--- src/rtl/butterfly_pkg.sv ---
// Shared types and constants for the butterfly result display block.
// Holds the display FSM state enum, result word indices and the blank 7-seg pattern.
package butterfly_pkg;

    typedef enum logic {
        IDLE = 1'b0,
        SHOW = 1'b1
    } disp_state_t;

    localparam int WORD_Y_RE = 0;
    localparam int WORD_Y_IM = 1;
    localparam int WORD_Z_RE = 2;
    localparam int WORD_Z_IM = 3;
    localparam int NUM_WORDS = 4;

    localparam logic [6:0] SEG_BLANK = 7'h7F;

endpackage

--- src/rtl/butterfly_result_display_hex_to_seg7.sv ---
// Combinational 4-bit nibble to active-low 7-segment decoder.
// Segment order is {g,f,e,d,c,b,a}; a low bit lights the segment.
module hex_to_seg7 (
    input  logic [3:0] nibble,
    output logic [6:0] seg
);

    always_comb begin
        unique case (nibble)
            4'h0: seg = 7'h40;
            4'h1: seg = 7'h79;
            4'h2: seg = 7'h24;
            4'h3: seg = 7'h30;
            4'h4: seg = 7'h19;
            4'h5: seg = 7'h12;
            4'h6: seg = 7'h02;
            4'h7: seg = 7'h78;
            4'h8: seg = 7'h00;
            4'h9: seg = 7'h10;
            4'hA: seg = 7'h08;
            4'hB: seg = 7'h03;
            4'hC: seg = 7'h46;
            4'hD: seg = 7'h21;
            4'hE: seg = 7'h06;
            4'hF: seg = 7'h0E;
        endcase
    end

endmodule

--- src/rtl/butterfly_result_display.sv ---
// Captures one butterfly result and shows its four words on the LEDs, stepped by a debounced switch.
// Optional 7-seg outputs hex0/hex1 are built when BUTTERFLY_HEX_DISPLAY_EN is defined.
module butterfly_result_display
    import butterfly_pkg::*;
#(
    parameter int DATA_W          = 8,
    parameter int DEBOUNCE_CYCLES = 50000
) (
    input  logic              Clock,
    input  logic              nReset,
    input  logic              res_valid,
    output logic              res_ready,
    input  logic [DATA_W-1:0] y_re,
    input  logic [DATA_W-1:0] y_im,
    input  logic [DATA_W-1:0] z_re,
    input  logic [DATA_W-1:0] z_im,
    input  logic              control,
    output logic [DATA_W-1:0] led,
    output logic [3:0]        sel_led
`ifdef BUTTERFLY_HEX_DISPLAY_EN
    ,
    output logic [6:0]        hex0,
    output logic [6:0]        hex1
`endif
);

    localparam int              CNT_W    = (DEBOUNCE_CYCLES > 1) ? $clog2(DEBOUNCE_CYCLES) : 1;
    localparam logic [CNT_W-1:0] CNT_LAST = CNT_W'(DEBOUNCE_CYCLES - 1);

    logic             sync1, sync2;
    logic             deb_level;
    logic [CNT_W-1:0] deb_cnt;
    logic             adv;

    disp_state_t       state, next_state;
    logic [1:0]        idx, next_idx;
    logic              capture;
    logic [DATA_W-1:0] words [NUM_WORDS];
    logic [DATA_W-1:0] next_led;
    logic [3:0]        next_sel;

    // Two-flop synchroniser for the asynchronous switch.
    // NOTE: sequential state uses non-blocking assignments so every flop samples pre-edge values.
    always_ff @(posedge Clock or negedge nReset) begin
        if (!nReset) begin
            sync1 <= 1'b0;
            sync2 <= 1'b0;
        end else begin
            sync1 <= control;
            sync2 <= sync1;
        end
    end

    // Level is accepted after DEBOUNCE_CYCLES consecutive differing samples; adv marks a rise only.
    always_ff @(posedge Clock or negedge nReset) begin
        if (!nReset) begin
            deb_cnt   <= '0;
            deb_level <= 1'b0;
            adv       <= 1'b0;
        end else begin
            adv <= 1'b0;
            if (sync2 == deb_level) begin
                deb_cnt <= '0;
            end else if (deb_cnt == CNT_LAST) begin
                deb_level <= sync2;
                deb_cnt   <= '0;
                adv       <= sync2;
            end else begin
                deb_cnt <= deb_cnt + 1'b1;
            end
        end
    end

    assign res_ready = (state == IDLE);

    // NOTE: every always_comb output gets a default first so no path can infer a latch.
    always_comb begin
        next_state = state;
        next_idx   = idx;
        capture    = 1'b0;
        next_led   = '0;
        next_sel   = '0;
        unique case (state)
            IDLE: begin
                if (res_valid) begin
                    capture    = 1'b1;
                    next_state = SHOW;
                    next_idx   = 2'(WORD_Y_RE);
                end
            end
            SHOW: begin
                if (adv) begin
                    if (idx == 2'(WORD_Z_IM)) begin
                        next_state = IDLE;
                        next_idx   = '0;
                    end else begin
                        next_idx = idx + 2'd1;
                    end
                end
            end
        endcase
        if (next_state == SHOW) begin
            next_led = capture ? y_re : words[next_idx];
            next_sel = 4'b0001 << next_idx;
        end
    end

    always_ff @(posedge Clock or negedge nReset) begin
        if (!nReset) begin
            state   <= IDLE;
            idx     <= '0;
            led     <= '0;
            sel_led <= '0;
        end else begin
            state   <= next_state;
            idx     <= next_idx;
            led     <= next_led;
            sel_led <= next_sel;
        end
    end

    // NOTE: the word store is reset too, so a reset mid-display leaves no stale result behind.
    always_ff @(posedge Clock or negedge nReset) begin
        if (!nReset) begin
            for (int i = 0; i < NUM_WORDS; i++) words[i] <= '0;
        end else if (capture) begin
            words[WORD_Y_RE] <= y_re;
            words[WORD_Y_IM] <= y_im;
            words[WORD_Z_RE] <= z_re;
            words[WORD_Z_IM] <= z_im;
        end
    end

`ifdef BUTTERFLY_HEX_DISPLAY_EN
    logic [6:0] seg_lo, seg_hi;

    hex_to_seg7 u_seg_lo (
        .nibble (next_led[3:0]),
        .seg    (seg_lo)
    );

    hex_to_seg7 u_seg_hi (
        .nibble (next_led[7:4]),
        .seg    (seg_hi)
    );

    // Decoded from next_led so the digits change on the same edge as led.
    always_ff @(posedge Clock or negedge nReset) begin
        if (!nReset) begin
            hex0 <= SEG_BLANK;
            hex1 <= SEG_BLANK;
        end else if (next_state == SHOW) begin
            hex0 <= seg_lo;
            hex1 <= seg_hi;
        end else begin
            hex0 <= SEG_BLANK;
            hex1 <= SEG_BLANK;
        end
    end
`endif

endmodule
--- config.mk ---
export PLATFORM = sky130hd
export DESIGN_NAME = butterfly_result_display
export DESIGN_NICKNAME = d
export VERILOG_FILES = /design/src/rtl/butterfly_pkg.sv /design/src/rtl/butterfly_result_display_hex_to_seg7.sv /design/src/rtl/butterfly_result_display.sv
export SDC_FILE = /design/constraint.sdc
export NUM_CORES = 1
export LEC_CHECK = 0
export ABC_AREA = 1
export CAP_MARGIN = 20
export CORE_ASPECT_RATIO = 1.2
export CORE_MARGIN = 8
export CORE_UTILIZATION = 50
export CTS_CLUSTER_DIAMETER = 40
export DETAILED_ROUTE_END_ITERATION = 7
export GPL_ROUTABILITY_DRIVEN = 0
export PLACE_DENSITY = 0.75
export SETUP_SLACK_MARGIN = 0.15
export SLEW_MARGIN = 20
export SYNTH_ARGS = -nofsm -noshare
export SYNTH_HDL_FRONTEND = slang
export SYNTH_SLANG_ARGS = --single-unit
--- constraint.sdc ---
create_clock -name Clock -period 1.9 [get_ports Clock]
set_input_delay 0.38 -clock Clock [delete_from_list [all_inputs] [get_ports Clock]]
set_output_delay 0.38 -clock Clock [all_outputs]
set_load 0.05 [all_outputs]
## Word level (Yosys, flattened, before mapping)

Cells that the tools add are included.

| word-level totals | value |
|---|---|
| bits in registers | 67 |
| bits of input ports | 36 |
| output and inout port bits | 13 |
| logic and storage cells | 43 |

| cells by class | value |
|---|---|
| add/sub/neg operators | 2 |
| $lt $le $gt $ge | 1 |
| equality and inequality tests | 3 |
| shift-type cells | 1 |
| muxes and demuxes | 19 |
| bitwise logic cells | 3 |
| reduce and logical (&&, ||, !) cells | 1 |

Operators with widths:

| kind | number |
|---|---|
| $mux W16 | 2 |
| $mux W8 | 4 |
| $add A16 B1 Y16 const B | 1 |
| $bmux W8 S2 | 1 |
| $eq A16 B16 Y1 const B | 1 |
| $mux W1 | 6 |
| $mux W2 | 3 |
| $mux W4 | 1 |
| $pmux W2 S2 | 1 |
| $shl A1 B2 Y4 const A | 1 |
| $ge A3 B3 Y1 const B | 1 |
| $not A2 Y3 | 1 |
| $add A2 B1 Y2 const B | 1 |
| $eq A2 B2 Y1 const B | 1 |
| $not A1 Y1 | 2 |
| $pmux W1 S2 | 1 |
| $reduce_and A2 Y1 | 1 |
| $eq A1 B1 Y1 | 1 |

## Logic depth before layout (Yosys ltp)

Gate-level depths: netlist (run 1).

| logic depth | value |
|---|---|
| word-level depth | 10 |
| depth in mapped cells | 11 |
| mapped depth without buffers | 11 |

## Worst setup path after synthesis (run 1)

No wires, ideal clock.

| timing path | value |
|---|---|
| path type | flip-flop to flip-flop |
| from | reg idx[0] |
| to | reg led[0] |
| setup time | 0.118 ns |
| arrival | 1.381 ns |
| setup slack | 0.401 ns |
| stages on the path, launching flop included | 11 |
| clock period less this slack | 1.499 ns |
| cell sequence | dfrtp_1 > ha_1 > nor2_1 > nand2_1 > nand2_2 > nand2_4 > inv_4 > nand2_2 > or2_0 > nand3b_1 > nand2_1 |

| between the ends | value |
|---|---|
| cells in the longest elaborated chain, start to end | 10 |

RTL lines:

| what | line | text |
|---|---|---|
| from (decl) | butterfly_result_display.sv:36 | `logic [1:0] idx, next_idx;` |
| from (signal assigned) | butterfly_result_display.sv:116 | `idx <= next_idx;` |
| $add A2 B1 Y2 / $eq A2 B2 Y1 (equally long branches) | butterfly_result_display.sv:97, butterfly_result_display.sv:93 |  |
| $mux W2 | butterfly_result_display.sv:93 | `if (idx == 2'(WORD_Z_IM)) begin` |
| $mux W2 | butterfly_result_display.sv:92 | `if (adv) begin` |
| $pmux W2 S2 (*) | butterfly_result_display.sv:83 | `unique case (state)` |
| named net next_idx[0] | butterfly_result_display.sv:36 |  |
| $not A2 Y3 (not written as such) (*) | butterfly_result_display.sv:103 | `next_led = capture ? y_re : words[next_idx];` |
| $bmux W8 S2 (*) | butterfly_result_display.sv:103 |  |
| $mux W8 (not written as such) (*) (2 in a row) | butterfly_result_display.sv:103 |  |
| $mux W8 (*) | butterfly_result_display.sv:103 |  |
| $mux W8 (*) | butterfly_result_display.sv:102 | `if (next_state == SHOW) begin` |
| named net next_led[0] | butterfly_result_display.sv:39 | `logic [DATA_W-1:0] next_led;` |
| to (signal assigned) | butterfly_result_display.sv:117 | `led <= next_led;` |
| to (decl) | butterfly_result_display.sv:18 | `output logic [DATA_W-1:0] led,` |

The timed path passes the listed nets; every way through them passes the cells marked *. The select of a mux whose other input is x is not followed.
A chain may end at the register's enable or synchronous reset.

## Worst setup path in the final report (run 1)

| timing path | value |
|---|---|
| from | reg idx[0] |
| to | reg led[4] |

The elaborated chain is that of the path after synthesis.

==> results of run 1 <==
area by class of cell:
type | instances | area [um^2] | area share
sequential | 67 | 1680 | 0.438
multi-input combinational | 256 | 1210 | 0.315
timing repair buffer | 55 | 533 | 0.139
clock buffer | 14 | 153 | 0.0399
inverter | 30 | 120 | 0.0314
tap | 82 | 103 | 0.0268
clock inverter | 2 | 35.0 | 0.00916
worst max path at each step:
stage               startpoint     end  slack [ns]  cells after the start
global placement     res_valid  led[0]        0.10                     10
detailed placement   res_valid  led[6]        0.07                     10
global route            idx[0]  led[0]        0.14                     10
CTS                     idx[0]  led[6]        0.23                     10
floorplan               idx[0]  led[0]        0.40                     10
finish                  idx[0]  led[4]        0.25                     10
Yosys cell counts, types with 4 or more instances:
| master | instances | area, um^2 |
|---|---|---|
| o21ai_0 | 9 | 45.0 |
| nand3_1 | 10 | 50.1 |
| nor3_1 | 7 | 35.0 |
| xor2_1 | 4 | 35.0 |
| dfrtp_1 | 67 | 1680 |
| a21oi_1 | 6 | 30.0 |
| or2_0 | 4 | 25.0 |
| o21ai_1 | 8 | 40.0 |
| buf_2 | 6 | 30.0 |
| inv_2 | 7 | 26.3 |
| nand2_2 | 7 | 43.8 |
| nor2_1 | 40 | 150 |
| inv_1 | 21 | 78.8 |
| nand3b_1 | 8 | 60.1 |
| nand2_1 | 133 | 499 |
worst max-delay path: stages, from the launching register on:
cell	delay (ns)
dfrtp_1	0.41
ha_1	0.24
nor2_1	0.09
nand2_1	0.07
nand2_2	0.10
nand2_4	0.10
inv_6	0.10
nand2_2	0.09
or2_0	0.21
nand3b_1	0.08
nand2_1	0.05
flip-flops by register name, indices dropped and copies added, names as in the netlist:
signal and count:
words 32, sel_led 4, sync2 1, deb_level 1, state 1, led 8, adv 1, deb_cnt 16
sync1 1, idx 2
cell families (layout without fill, tap and decap cells):
kind of cell,count (synthesis),count (layout),synth area share
AOI/OAI and AO/OA,24,24,0.0409
xor gates and xnor gates,7,7,0.0202
adders and majority gates,2,2,0.00825
buffers and inverters,38,101,0.0537
DFF,67,67,0.553
and+or+nand+nor,223,223,0.324
power by group:
part           leakage (nW)  switching [W]  internal [W]
logic                 0.947       0.000120      0.000112
registers             0.860      0.0000286       0.00148
clock network        0.0947       0.000511      0.000643
total                  1.90       0.000660       0.00223
per-stage QoR:
stage                     instances  hold slack (ns)  cell area [um^2]  total power [W]  utilization
final                           506           0.0372              3830          0.00289        0.645
after global routing            506           0.0681              3830          0.00302        0.645
after CTS                       505           0.0404              3800          0.00292        0.641
after detailed placement        489            0.360              3630          0.00177        0.612
after global placement          489            0.351              3630          0.00177        0.612
after floorplan                 361           0.0844              3030          0.00162            -
repair_timing:
item,in CTS,in global routing
pin swaps,0,2
gates resized for setup,10,4
setup endpoints to repair,10,8
buffers inserted,0,1
routing by layer:
layer,wire length (um),up-vias,global-route usage
met5,0,-,0
met4,84,0,0.0637
met3,263,11,0.0422
met2,3320,51,0.278
met1,2930,1132,0.201
li1,-,1239,-
==> impl_metrics.csv, run 1 <==
group,metric,value,unit
detailed_routing,first_pass_iters,4,
sta,tightest_slew,0.575,ns
floorplan,io_pins,49,
final_layout,fillCellCount,483,
final_layout,syn2layout_area_growth,26.2,%
detailed_routing,drtIter0Drc,88,
setup_path,r2r_slack,0.25,ns
global_routing,grt_max_degree,25,
placement,port_buffers,48,
detailed_routing,viasPerCell,4.81,
setup_path,rr_startpoint,"idx[0]",
sta,period_share,0.869,
setup_path,cp.required,2.13,ns
sta,setup_viol,0,
clock_tree,cts_tree,"yes",
final_layout,final_cell_mix,"nand2_1, dfrtp_1, nor2_1",
floorplan,row_count,31,
global_routing,grt_pass1_vias,2504,
final_layout,antenna_cells,0,
clock_tree,hold_buffers,0,
final_layout,drive_above_1_share,0.127,
sta,tns,0,ns
synthesis,synth-edff-count,0,
detailed_routing,antenna_left,0,
clock_tree,clock-sinks,67,
detailed_routing,wl_per_cell,13.0,um
sta,fmaxAchievable,606,MHz
setup_path,cp.arrival,1.88,ns
synthesis,synth_top_flop_cell,"dfrtp_1",
synthesis,synth_nets,399,
sta,finClkSkew,0.00475,ns
placement,place_ws,0.0671,ns
global_routing,grt-ovfl-total,0,
floorplan,die_area,8820,um^2
synthesis,synth_cell_types,30,
power,peakVddDrop,419,uV
clock_tree,cts_buffer_depth,2,
power,powerDensity,756,nW/um^2
sta,slew_viol_final,0,
floorplan,design.core.area,5930,um^2
setup_path,critPathKind,"reg2reg",
setup_path,worstRegToRegCells,10,
setup_path,path_max_fanout,8,
min_path,hold_class,"in2async",
synthesis,seq_area_frac_synth,0.553,
final_layout,nets,457,
sta,fin_ws,0.249,ns
clock_tree,htreeDepth,3,
detailed_routing,wl,6.60,mm
synthesis,synth-async-reset-ratio,1.00,
clock_tree,cts_root_buffer,"clkbuf_8",
synthesis,synthCells,361,
floorplan,die_w,87.1,um
sta,rsz0062_at_grt,"no",
clock_tree,clock_latency,0.33,ns
setup_path,worstSetupEndpointType,"flip-flop",
placement,hpwl,4.93,mm
setup_path,crit_path_start_kind,"flip-flop",
power,leakage,1.90,nW
run,drv_cap,0,
floorplan,chipHeight,101,um
detailed_routing,vias,2433,
synthesis,ys_ff_latch,67,
setup_path,r2r-end,"led[4]",
sta,max_slew_margin,0.617,
global_routing,track_usage,0.166,
sta,finalHoldViolCount,0,
global_routing,grt_pass1_wl,11.4,mm
run_status,status,"complete, no violations",
clock_tree,cts_buffers,9,
synthesis,synth.avg_cell_area,8.40,um^2
sta,period_needed,1.65,ns
final_layout,final_common_cell,"nand2_1",
synthesis,yosysWarnings,0,
global_routing,antenna_found_initial,0,
floorplan,start_util,0.511,
detailed_routing,drcViolationCount,0,
synthesis,synthesis.area,3030,um^2
clock_tree,clk_pin_slew,0.07,ns
No activity file was read; power rests on OpenSTA's default activity.
==> inputs of run 2 (changes only) <==
CTS_CLUSTER_DIAMETER = not set   (was 40)
clock period = 1.69 ns   (was 1.9 ns; I/O delays follow)
==> impl_metrics.csv, run 2 (synthesized netlist as in run 1, its figures left out) <==
group,metric,value,unit
final_layout,fillCellCount,452,
final_layout,largest_register_ffs,32,
floorplan,start_util,0.511,
detailed_routing,wl_per_cell,13.6,um
final_layout,regArea,1680,um^2
power,combPwrFrac,0.080,
sta,slew_viol_final,0,
floorplan,die_w,87.1,um
detailed_routing,viasPerCell,4.86,
setup_path,cp.required,1.92,ns
power,p_seq_frac,0.499,
run,drv_cap,0,
global_routing,grt_max_degree,68,
final_layout,syn2layout_area_growth,35.5,%
detailed_routing,vias,2537,
final_layout,postLayoutCoreUtil,0.692,
final_layout,final_common_cell,"nand2_1",
clock_tree,clock-sinks,67,
clock_tree,cts_buffer_depth,2,
clock_tree,clk_pin_slew,0.07,ns
placement,hpwl,4.74,mm
floorplan,row_count,31,
final_layout,max_flop_register,"words",
detailed_routing,antenna_left,0,
sta,tns,0,ns
power,leakage,2.01,nW
clock_tree,clock_latency,0.34,ns
power,power_switching,0.000778,W
floorplan,design.core.area,5930,um^2
setup_path,cp.arrival,1.78,ns
final_layout,reg_top3,"words x32, deb_cnt x16, led x8",
placement,port_buffers,48,
power,peakVddDrop,555,uV
sta,setup_viol,0,
global_routing,grt_pass1_wl,11.8,mm
clock_tree,cts_buffers,9,
sta,period_needed,1.55,ns
global_routing,grt_pass1_vias,2616,
clock_tree,htreeDepth,3,
final_layout,antenna_cells,0,
sta,rsz0062_at_grt,"yes",
power,p_sw_frac,0.229,
sta,finalHoldViolCount,0,
detailed_routing,wl,7.10,mm
placement,placed_area,3660,um^2
final_layout,final_cell_mix,"nand2_1, dfrtp_1, nor2_1",
final_layout,drive_above_1_share,0.234,
final_layout,nets,473,
run_status,status,"complete, no violations",
sta,fmaxAchievable,644,MHz
detailed_routing,drtIter0Drc,156,
setup_path,worstSetupEndpointType,"flip-flop",
floorplan,chipHeight,101,um
global_routing,grt-ovfl-total,0,
sta,period_share,0.919,
sta,finClkSkew,0.00652,ns
global_routing,antenna_found_initial,0,
setup_path,path_max_fanout,7,
clock_tree,hold_buffers,0,
floorplan,io_pins,49,
power,powerDensity,828,nW/um^2
floorplan,die_area,8820,um^2
global_routing,track_usage,0.171,
power,clockPowerShare,0.421,
clock_tree,cts_root_buffer,"clkbuf_8",
power,internal_power,0.00262,W
clock_tree,cts_tree,"yes",
detailed_routing,drcViolationCount,0,
detailed_routing,first_pass_iters,4,
min_path,hold_class,"in2async",
setup_path,worstRegToRegCells,10,
final_layout,finalInstanceArea,4110,um^2
sta,tightest_slew,0.343,ns
final_layout,multi_input_area,1330,um^2
setup_path,crit_path_start_kind,"flip-flop",
sta,max_slew_margin,0.769,
setup_path,critPathKind,"reg2reg",
## run 2: changes by cell type in the layout (fill, tap and decap cells not counted), moves of 3 or more
cell           previous run  this run
nand3_1                  10         7
nand2_1                 132       122
dlygate4sd2_1            10         0
nand2_2                   8        14
buf_6                     0         5
nand2_4                   2         5
nor2_1                   39        36
buf_4                     8        29
## run 2: final cells by class
class                      instances  area share
sequential                        67       0.409
multi-input combinational        256       0.324
timing repair buffer              71       0.161
clock buffer                      11      0.0320
inverter                          30      0.0305
tap                               82      0.0250
clock inverter                     5      0.0189
## run 2: critical path: stages, from the launching register on
cell and delay (ns):
dfrtp_1 0.41, ha_4 0.17, nor2_1 0.08, nand2_1 0.07
nand2_2 0.10, nand2_4 0.09, inv_6 0.10, nand2_8 0.06
or2_1 0.23, nand3b_1 0.08, nand2_1 0.05
## run 2: metrics by stage
step | power [W] | std cells | hold WS [ns] | setup WS (ns)
3_5_place_dp | 0.00198 | 496 | 0.348 | -0.0734
5_1_grt | 0.00353 | 522 | 0.0266 | 0.0365
4_1_cts | 0.00339 | 518 | 0.0163 | 0.138
6_report | 0.00340 | 522 | 0.00290 | 0.137
3_3_place_gp | 0.00198 | 496 | 0.349 | -0.0183
2_1_floorplan | 0.00182 | 361 | 0.0424 | 0.191
## run 2: worst paths after layout
check / startpoint / end / slack, ns
worst max-delay path: idx[0] / led[6] / 0.14
worst min-delay path: nReset / deb_cnt[7] / 0.003
worst max register to register: idx[0] / led[6] / 0.14
worst min register to register: sync1 / sync2 / 0.36
max in group asynchronous: nReset / led[4] / 1.39
min in group Clock: sync1 / sync2 / 0.36
## run 2: power by group through the flow
stage          combinational (W)  clock, W  sequential (W)
6_report                0.000272   0.00143         0.00170
4_1_cts                 0.000261   0.00144         0.00169
5_1_grt                 0.000302   0.00152         0.00170
3_5_place_dp            0.000259         0         0.00172
3_3_place_gp            0.000254         0         0.00172
2_1_floorplan          0.0000730         0         0.00175
## run 2: per-layer routing
metal  up-vias  part of all wire  track usage
met3        14             0.038       0.0446
li1       1267                 -            -
met4         0             0.019       0.0717
met5         -                 0            0
met1      1197              0.42        0.199
met2        59              0.52        0.291
## run 2: timing repair
action                                  in CTS  in global routing
gates resized for setup                     15                 29
endpoints found under the setup margin       9                 14
pin swaps                                    8                 18
setup buffers                                6                  4
==> inputs of run 3 (changes only) <==
CAP_MARGIN = 25   (was 20)
==> results of run 3 <==
Final layout, timing and power as in run 2 (identical DEF).
